[config.mk]
export PLATFORM = sky130hd
export DESIGN_NAME = led_blink_driver_flat
export DESIGN_NICKNAME = d
export VERILOG_FILES = /design/src/rtl/led_blink_if.sv /design/src/rtl/led_blink_driver.sv /design/src/flat_wrapper.sv
export SDC_FILE = /design/constraint.sdc
export NUM_CORES = 1
export LEC_CHECK = 0
export CORE_UTILIZATION = 53
export DETAILED_ROUTE_END_ITERATION = 10
export PLACE_DENSITY_LB_ADDON = 0.12
export REMOVE_ABC_BUFFERS = 1
export SLEW_MARGIN = 20
export SYNTH_ARGS = -nofsm -noshare
export SYNTH_HDL_FRONTEND = slang
export SYNTH_SLANG_ARGS = --single-unit
export TNS_END_PERCENT = 5
[constraint.sdc]
create_clock -name clk -period 2.15 [get_ports clk]
set_clock_uncertainty 0.05 [all_clocks]
set_input_delay 0.3225 -clock clk [delete_from_list [all_inputs] [get_ports clk]]
set_output_delay 0.3225 -clock clk [all_outputs]
set_load 0.01 [all_outputs]
[src/rtl/led_blink_if.sv]
// Request/status bundle between event logic and the LED blink driver.
// Signal prefixes are from the driver's point of view.
interface led_blink_if #(
  parameter int PEND_W = 4
);
  logic              i_trig;
  logic              i_clr_ovf;
  logic              o_led;
  logic              o_busy;
  logic [PEND_W-1:0] o_pending;
  logic              o_ovf;

  modport master (
    output i_trig, i_clr_ovf,
    input  o_led, o_busy, o_pending, o_ovf
  );

  modport slave (
    input  i_trig, i_clr_ovf,
    output o_led, o_busy, o_pending, o_ovf
  );
endinterface

[src/rtl/led_blink_driver.sv]
// Turns single-cycle event requests into fixed-length LED blinks separated by a fixed gap.
// Requests that arrive while a blink is running are queued in a saturating counter.
//
//   state  | meaning
//   IDLE   | LED unlit, nothing running
//   ON     | LED lit, counting ON_CYCLES
//   GAP    | LED unlit, counting OFF_CYCLES
module led_blink_driver #(
  parameter int unsigned ON_CYCLES      = 20'd10000,
  parameter int unsigned OFF_CYCLES     = 20'd10000,
  parameter int          CNT_W          = 20,
  parameter int          PEND_W         = 4,
  parameter bit          LED_ACTIVE_LOW = 1'b0
) (
  input logic         clk,
  input logic         rstn,
  led_blink_if.slave  bus
);

  typedef enum logic [1:0] {S_IDLE, S_ON, S_GAP} state_t;

  localparam logic [CNT_W-1:0]  ON_LAST   = CNT_W'(ON_CYCLES - 1);
  localparam logic [CNT_W-1:0]  OFF_LAST  = CNT_W'(OFF_CYCLES - 1);
  localparam logic [PEND_W-1:0] PEND_MAX  = '1;
  localparam logic              LED_LIT   = ~LED_ACTIVE_LOW;
  localparam logic              LED_UNLIT = LED_ACTIVE_LOW;

  state_t            r_state;
  logic [CNT_W-1:0]  r_cnt;
  logic [PEND_W-1:0] r_pending;
  logic              r_ovf;
  logic              r_busy;
  logic              r_led;

  logic              w_gap_last;
  logic              w_start;
  logic              w_take;
  logic              w_dec;
  logic              w_inc;
  logic              w_drop;
  logic              w_active_next;
  logic [PEND_W-1:0] w_pend_next;

  always_comb begin
    w_gap_last    = (r_state == S_GAP) && (r_cnt == OFF_LAST);
    w_start       = bus.i_trig || (r_pending != '0);
    w_take        = w_start && ((r_state == S_IDLE) || w_gap_last);
    w_dec         = w_take && (r_pending != '0);
    // a trig that starts a blink straight away is not queued
    w_inc         = bus.i_trig && !(w_take && (r_pending == '0));
    w_drop        = w_inc && !w_dec && (r_pending == PEND_MAX);
    w_active_next = w_take || (r_state == S_ON) || ((r_state == S_GAP) && !w_gap_last);
    w_pend_next   = r_pending;
    if (w_inc && !w_dec && !w_drop) begin
      w_pend_next = r_pending + 1'b1;
    end else if (w_dec && !w_inc) begin
      w_pend_next = r_pending - 1'b1;
    end
  end

  always_ff @(posedge clk or negedge rstn) begin
    if (!rstn) begin
      r_state   <= S_IDLE;
      r_cnt     <= '0;
      r_pending <= '0;
      r_ovf     <= 1'b0;
      r_busy    <= 1'b0;
      r_led     <= LED_UNLIT;
    end else begin
      r_pending <= w_pend_next;
      r_ovf     <= w_drop || (r_ovf && !bus.i_clr_ovf);
      r_busy    <= w_active_next || (w_pend_next != '0);
      case (r_state)
        S_IDLE: begin
          r_cnt <= '0;
          if (w_take) begin
            r_state <= S_ON;
            r_led   <= LED_LIT;
          end
        end
        S_ON: begin
          if (r_cnt == ON_LAST) begin
            r_state <= S_GAP;
            r_cnt   <= '0;
            r_led   <= LED_UNLIT;
          end else begin
            r_cnt <= r_cnt + 1'b1;
          end
        end
        S_GAP: begin
          if (w_gap_last) begin
            r_cnt <= '0;
            if (w_take) begin
              r_state <= S_ON;
              r_led   <= LED_LIT;
            end else begin
              r_state <= S_IDLE;
            end
          end else begin
            r_cnt <= r_cnt + 1'b1;
          end
        end
        default: begin
          r_state <= S_IDLE;
          r_cnt   <= '0;
          r_led   <= LED_UNLIT;
        end
      endcase
    end
  end

  assign bus.o_led     = r_led;
  assign bus.o_busy    = r_busy;
  assign bus.o_pending = r_pending;
  assign bus.o_ovf     = r_ovf;

endmodule

[src/flat_wrapper.sv]
// flat-port wrapper written by rule: the top's interface ports become plain ports
module led_blink_driver_flat 
#(
  parameter int unsigned ON_CYCLES      = 20'd10000,
  parameter int unsigned OFF_CYCLES     = 20'd10000,
  parameter int          CNT_W          = 20,
  parameter int          PEND_W         = 4,
  parameter bit          LED_ACTIVE_LOW = 1'b0
)
  (clk, rstn, bus_i_trig, bus_i_clr_ovf, bus_o_led, bus_o_busy, bus_o_pending, bus_o_ovf);
  led_blink_if #(.PEND_W(PEND_W)) bus_i ();
  input logic clk;
  input logic rstn;
  input wire logic [$bits(bus_i.i_trig)-1:0] bus_i_trig;
  input wire logic [$bits(bus_i.i_clr_ovf)-1:0] bus_i_clr_ovf;
  output wire logic [$bits(bus_i.o_led)-1:0] bus_o_led;
  output wire logic [$bits(bus_i.o_busy)-1:0] bus_o_busy;
  output wire logic [$bits(bus_i.o_pending)-1:0] bus_o_pending;
  output wire logic [$bits(bus_i.o_ovf)-1:0] bus_o_ovf;
  assign bus_i.i_trig = bus_i_trig;
  assign bus_i.i_clr_ovf = bus_i_clr_ovf;
  assign bus_o_led = bus_i.o_led;
  assign bus_o_busy = bus_i.o_busy;
  assign bus_o_pending = bus_i.o_pending;
  assign bus_o_ovf = bus_i.o_ovf;
  led_blink_driver #(.ON_CYCLES(ON_CYCLES), .OFF_CYCLES(OFF_CYCLES), .CNT_W(CNT_W), .PEND_W(PEND_W), .LED_ACTIVE_LOW(LED_ACTIVE_LOW)) u_core (.clk(clk), .rstn(rstn), .bus(bus_i));
endmodule
======== After elaboration in Yosys (flattened, before gate mapping) ========
Cells that the tools add are included.
storage, ports and cells
  word-level logic and storage cells ...... 59
  input port bits ......................... 4
  register bits ........................... 29
  output and inout bits ................... 7
cells by class
  reductions and logical operators ........ 29
  eq/ne operators ......................... 7
  $add $sub $neg .......................... 3
  mux-type cells .......................... 14
operators by type and width
  cell                                                    count
  two-way mux 20 bit                                      2
  one-hot mux 20 bit (2 select lines)                     1
  adder 20 x 1 -> 20 bit (second input constant)          1
  == test 20 x 14 -> 1 bit (second input constant)        1
  logical AND 1 bit                                       11
  two-way mux 4 bit                                       2
  nonzero test 4 bit                                      2
  logical NOT 1 bit                                       6
  logical OR 1 bit                                        6
  two-way mux 2 bit                                       3
  inequality test 2 x 1 -> 1 bit (second input constant)  3
  one-hot mux 2 bit (3 select lines)                      1
  adder 4 x 1 -> 4 bit (second input constant)            1
  == test 4 bit (second input constant)                   1
  logical NOT 4 bit                                       1
  two-way mux 1 bit                                       4
  subtractor 4 x 1 -> 4 bit (second input constant)       1
  one-hot mux 1 bit (3 select lines)                      1
  AND reduction 3 bit                                     1
  == test 2 x 1 -> 1 bit (second input constant)          1
  == test 2 bit (second input constant)                   1
  logical NOT 2 bit                                       1
  AND reduction 2 bit                                     1

======== Logic depth before layout (Yosys ltp) ========
  word-level depth ........................ 14
  mapped depth ............................ 8
  gate-level depth less buffers ........... 7

======== Least setup slack after synthesis ========
Ideal clock, no wire load.
  kind .................................... register to register
  start ................................... register u_core.r_cnt[6]
  end ..................................... register u_core.r_busy (netlist: u_core.bus.o_busy)
  stages on the path, launching flop included .. 7
  slack ................................... 101 ps
  arrival time ............................ 1,870 ps
  data required time ...................... 1,971 ps
  period minus slack after synthesis ...... 2,049 ps
  library setup time ...................... 129 ps
  buffers on the path ..................... 1
  path through ............................ dfrtp_1 -> nor4_4 -> nand4_2 -> o21bai_2 -> buf_6 -> mux2_1 -> a2111o_1
between the ends
  cells in the longest elaborated chain, start to end .. 14
  elaborated cells on any way between the ends .. 23
  classes of those cells .................. eq/ne (1); mux (2); reduce/logical (20)
ends and longest elaborated chain
  item                        line                                            source
  start, declared             led_blink_driver.sv:29                          logic [CNT_W-1:0] r_cnt;
  start signal, assigned      led_blink_driver.sv:87                          r_cnt <= r_cnt + 1'b1;
  start signal, assigned      led_blink_driver.sv:100                         r_cnt <= r_cnt + 1'b1;
  == test 20 x 14 -> 1 bit *  led_blink_driver.sv:45                          w_gap_last = (r_state == S_GAP) && (r_cnt == OFF_LAST);
  logical AND 1 bit *         led_blink_driver.sv:45
  logical OR 1 bit            led_blink_driver.sv:47                          w_take = w_start && ((r_state == S_IDLE) || w_gap_last);
  logical AND 1 bit           led_blink_driver.sv:47
  logical AND 1 bit           led_blink_driver.sv:50                          w_inc = bus.i_trig && !(w_take && (r_pending == '0));
  logical NOT 1 bit           led_blink_driver.sv:50
  logical AND 1 bit           led_blink_driver.sv:50
  logical AND 1 bit           led_blink_driver.sv:51, led_blink_driver.sv:54
  logical AND 1 bit           led_blink_driver.sv:51                          w_drop = w_inc && !w_dec && (r_pending == PEND_MAX);
  logical NOT 1 bit           led_blink_driver.sv:54                          if (w_inc && !w_dec && !w_drop) begin
  logical AND 1 bit           led_blink_driver.sv:54
  two-way mux 4 bit           led_blink_driver.sv:54
  nonzero test 4 bit          led_blink_driver.sv:72                          r_busy <= w_active_next || (w_pend_next != '0);
  logical OR 1 bit *          led_blink_driver.sv:72
  end signal, assigned        led_blink_driver.sv:72
  end, declared               led_blink_driver.sv:32                          logic r_busy;
Mark *: on every way between the ends. The rest lies on a longest branch, timed or not.
A chain may end at the register's enable or synchronous reset.

======== Worst setup path in the final report ========
  start ................................... register u_core.r_cnt[7]
  end ..................................... register u_core.r_busy (netlist: u_core.bus.o_busy)
Same word-level chain as after synthesis.

==> flow_metrics.py <==
metrics = {
    "status": {
        "outcome": "completed",
    },
    "clocking": {
        "clk_path_buf_depth": 2,
        "clk_pin_slew_worst_paths_ns": 0.08,
        "numCtsBuffers": 5,
        "tritoncts": "done",
        "cts_max_level": 2,
        "clock-sinks": 29,
        "clkLatencyLatePin_ns": 0.32,
        "root_buffer": "clkbuf_4",
        "holdBufCountCts": 0,
    },
    "finish": {
        "antennaDiodeCount": 0,
        "seqCellArea_um2": 725.7,
        "multi_input_comb_area_um2": 949.7,
        "drive_gt1_share_pct": 16.11,
        "finalNetCount": 224,
        "syn2layout_area_growth_pct": 16.95,
        "fillers": 272,
    },
    "global_routing": {
        "grt_max_degree": 30,
        "grt_overflow": 0,
        "grt_pass1_vias": 1343,
        "grt_pass1_wl_mm": 6.072,
        "globalRouteTotalUtil_pct": 23.63,
        "antenna_found_initial": 0,
    },
    "sta": {
        "tns_ns": 0,
        "slew_headroom_pct": 72.43,
        "tightest_slew_ns": 0.4124,
        "timing.fmax_ghz": 0.4782,
        "final-setup-viol-count": 0,
        "layout_setup_ws_ns": 0.05866,
        "min_period_over_period_pct": 97.27,
        "hold_viol": 0,
        "slew_violations": 0,
        "min_period_ns": 2.091,
        "worst_hold_slack_ns": 0.3342,
    },
    "critical_path": {
        "critical_path_class": "flip-flop to flip-flop",
        "cp.arrival_ns": 2.25,
        "cp-start-kind": "flip-flop",
        "crit_path_max_fanout": 5,
        "cp-end-kind": "flip-flop",
        "required_ns": 2.31,
    },
    "synth": {
        "async_flop_share_pct": 100.0,
        "synth_ff_type": "dfrtp_1",
        "ys_ff_latch": 29,
        "syn_inst": 182,
        "synth_area_leaders": "dfrtp_1 (41%), xnor2_1 (7.5%), nor2_1 (7.3%), ha_1 (5.7%), nand2_1 (3.4%)",
        "seq_area_frac_synth_pct": 41.49,
        "syn_area_um2": 1749,
        "synth_area_per_cell_um2": 9.611,
        "synth_edf_count": 0,
        "ys_types": 40,
        "yosysTopAreaCell": "dfrtp_1",
        "ys_warn_count": 0,
        "yosys.area.top_type_share_pct": 41.49,
    },
    "pwr": {
        "ir_worst_vdd_mv": 0.3819,
        "p_clk_share_pct": 19.4,
        "powerDensity_nw_per_um2": 718.5,
        "netSwitchingFraction_pct": 33.81,
        "leakagePower_nw": 0.8873,
        "p_comb_share_pct": 36.1,
        "internal_power_uw": 973.0,
        "switching_power_uw": 496.9,
        "power_frac_seq_pct": 44.5,
    },
    "flow_run": {
        "maxCapViolCount": 0,
    },
    "routing": {
        "drc": 0,
        "via_count": 1380,
        "drt-initial-drc-count": 100,
        "routedWlPerCell_um": 13.97,
        "detail-route-antenna-nets": 0,
        "wl_mm": 3.563,
        "first_pass_iters": 4,
        "via_per_inst": 5.412,
    },
    "place": {
        "portBuffers": 10,
        "hpwl_mm": 2.627,
        "post-place-ws_ns": -0.06813,
        "gp_congestion": 0.8100,
    },
    "die": {
        "rows": 20,
        "io-pin-count": 11,
        "die_h_um": 59.45,
        "coreArea_um2": 3103,
        "die_w_um": 59.45,
        "initial_core_util_pct": 56.37,
        "dieArea_um2": 3534,
    },
    "hold_path": {
        "hold_class": "input pin to asynchronous set/reset pin",
    },
}
## final cells by class
type,count,share of cell area [%]
repair buffers,28,11.50
inverters,10,1.835
multi-input cells,138,46.42
flip-flops and latches,29,35.47
clock inverters,1,0.2446
well taps,44,2.691
clock buffers,5,1.835
## sequential cells by signal (all words and copies together) (netlist names)
register / flops
u_core.bus.o_busy: 1
u_core.bus.o_led: 1
u_core.bus.o_ovf: 1
u_core.bus.o_pending: 4
u_core.r_cnt: 20
u_core.r_state: 2
## cells by family after synthesis
logic type | after synthesis | share of synthesized area (%)
buffers and inverters | 15 | 4.650
adder cells (fa/ha/maj) | 8 | 5.723
multiplexers | 8 | 5.794
XOR/XNOR | 18 | 9.013
AND/OR/NAND/NOR | 86 | 26.11
AO/OA/AOI/OAI | 18 | 7.224
flip-flops | 29 | 41.49
## power by group through the flow
stage	combinational (mW)	sequential, mW	clock [mW]
after global placement	0.505	0.659	0
after detailed placement	0.517	0.665	0
after floorplan	0.278	0.683	0
after global routing	0.570	0.665	0.327
final	0.531	0.654	0.284
after CTS	0.522	0.654	0.295
## worst max-delay path, stage by stage, from the launching register on
cell	delay, ns
dfrtp_1	0.44
nor4b_4	0.31
nand4_2	0.18
o21bai_4	0.25
mux2_1	0.34
a2111o_1	0.41
## placed cells by master, fill, tap and decap left out, drive strengths merged
| master | Yosys | layout |
|---|---|---|
| nor2 | 34 | 34 |
| a2111o | 1 | 1 |
| xnor2 | 15 | 15 |
| or3 | 1 | 1 |
| nor4b | 3 | 3 |
| a22o | 1 | 1 |
| nor3 | 6 | 6 |
| mux2i | 3 | 3 |
| clkdlybuf4s50 | 0 | 10 |
| o21bai | 1 | 1 |
| dfrtp | 29 | 29 |
| nand2b | 5 | 5 |
| nor4 | 2 | 2 |
| mux4 | 1 | 1 |
| o211ai | 2 | 2 |
| inv | 10 | 10 |
| nand3 | 9 | 9 |
| o32ai | 1 | 1 |
| a21oi | 3 | 3 |
| clkbuf | 0 | 5 |
| xor2 | 3 | 3 |
| buf | 5 | 18 |
| nand2 | 16 | 16 |
| a2bb2oi | 1 | 1 |
| and4 | 1 | 1 |
| clkinv | 0 | 1 |
| o21ai | 4 | 4 |
| mux2 | 4 | 4 |
| ha | 8 | 8 |
| and3 | 7 | 7 |
| o22a | 1 | 1 |
| nand4 | 2 | 2 |
| a31oi | 3 | 3 |
## Yosys cell counts, types with 2 or more instances
library cell / number
a21oi_1: 3
a31oi_1: 3
and3_1: 6
buf_2: 2
buf_6: 3
dfrtp_1: 29
ha_1: 8
inv_1: 10
mux2_1: 2
mux2i_1: 3
nand2_1: 16
nand2b_1: 5
nand3_1: 8
nor2_1: 34
nor3_1: 6
o211ai_1: 2
o21ai_0: 3
xnor2_1: 15
xor2_1: 3
## stage by stage
| step | utilization [%] | power, mW | instances | area, um^2 |
|---|---|---|---|---|
| after floorplan | - | 0.9608 | 177 | 1705 |
| after global placement | 63.59 | 1.164 | 246 | 1973 |
| after detailed placement | 63.59 | 1.182 | 246 | 1973 |
| after CTS | 65.20 | 1.471 | 252 | 2023 |
| after global routing | 65.93 | 1.562 | 255 | 2046 |
| final | 65.93 | 1.470 | 255 | 2046 |
## path summary, 6_finish.rpt
kind / from / endpoint / slack [ns] / depth (start not counted)
min in group clk: u_core.r_cnt[0] / u_core.r_cnt[0] / 0.45 / 1
hold reg to reg: u_core.r_cnt[0] / u_core.r_cnt[0] / 0.45 / 1
setup reg to reg: u_core.r_cnt[7] / u_core.bus.o_busy / 0.06 / 5
setup / recovery: u_core.r_cnt[7] / u_core.bus.o_busy / 0.06 / 5
hold / removal: rstn / u_core.bus.o_pending[3] / 0.33 / 2
max in group asynchronous: rstn / u_core.r_cnt[17] / 1.45 / 2
## metal layers
layer,wire [um],track usage [%]
met5,0,0
met3,128,4.803
met1,1696,31.56
met2,1658,35.79
met4,80,12.93
## repair_timing
| item | in CTS | in global routing |
|---|---|---|
| gates resized for setup | 1 | 0 |
| cloned | 0 | 0 |
| endpoints found under the setup margin | 1 | 1 |
| endpoints found under the hold margin | 0 | 0 |
| pin swaps | 1 | 3 |
| buffers inserted | 0 | 3 |
(Power assumes the default switching activity.)
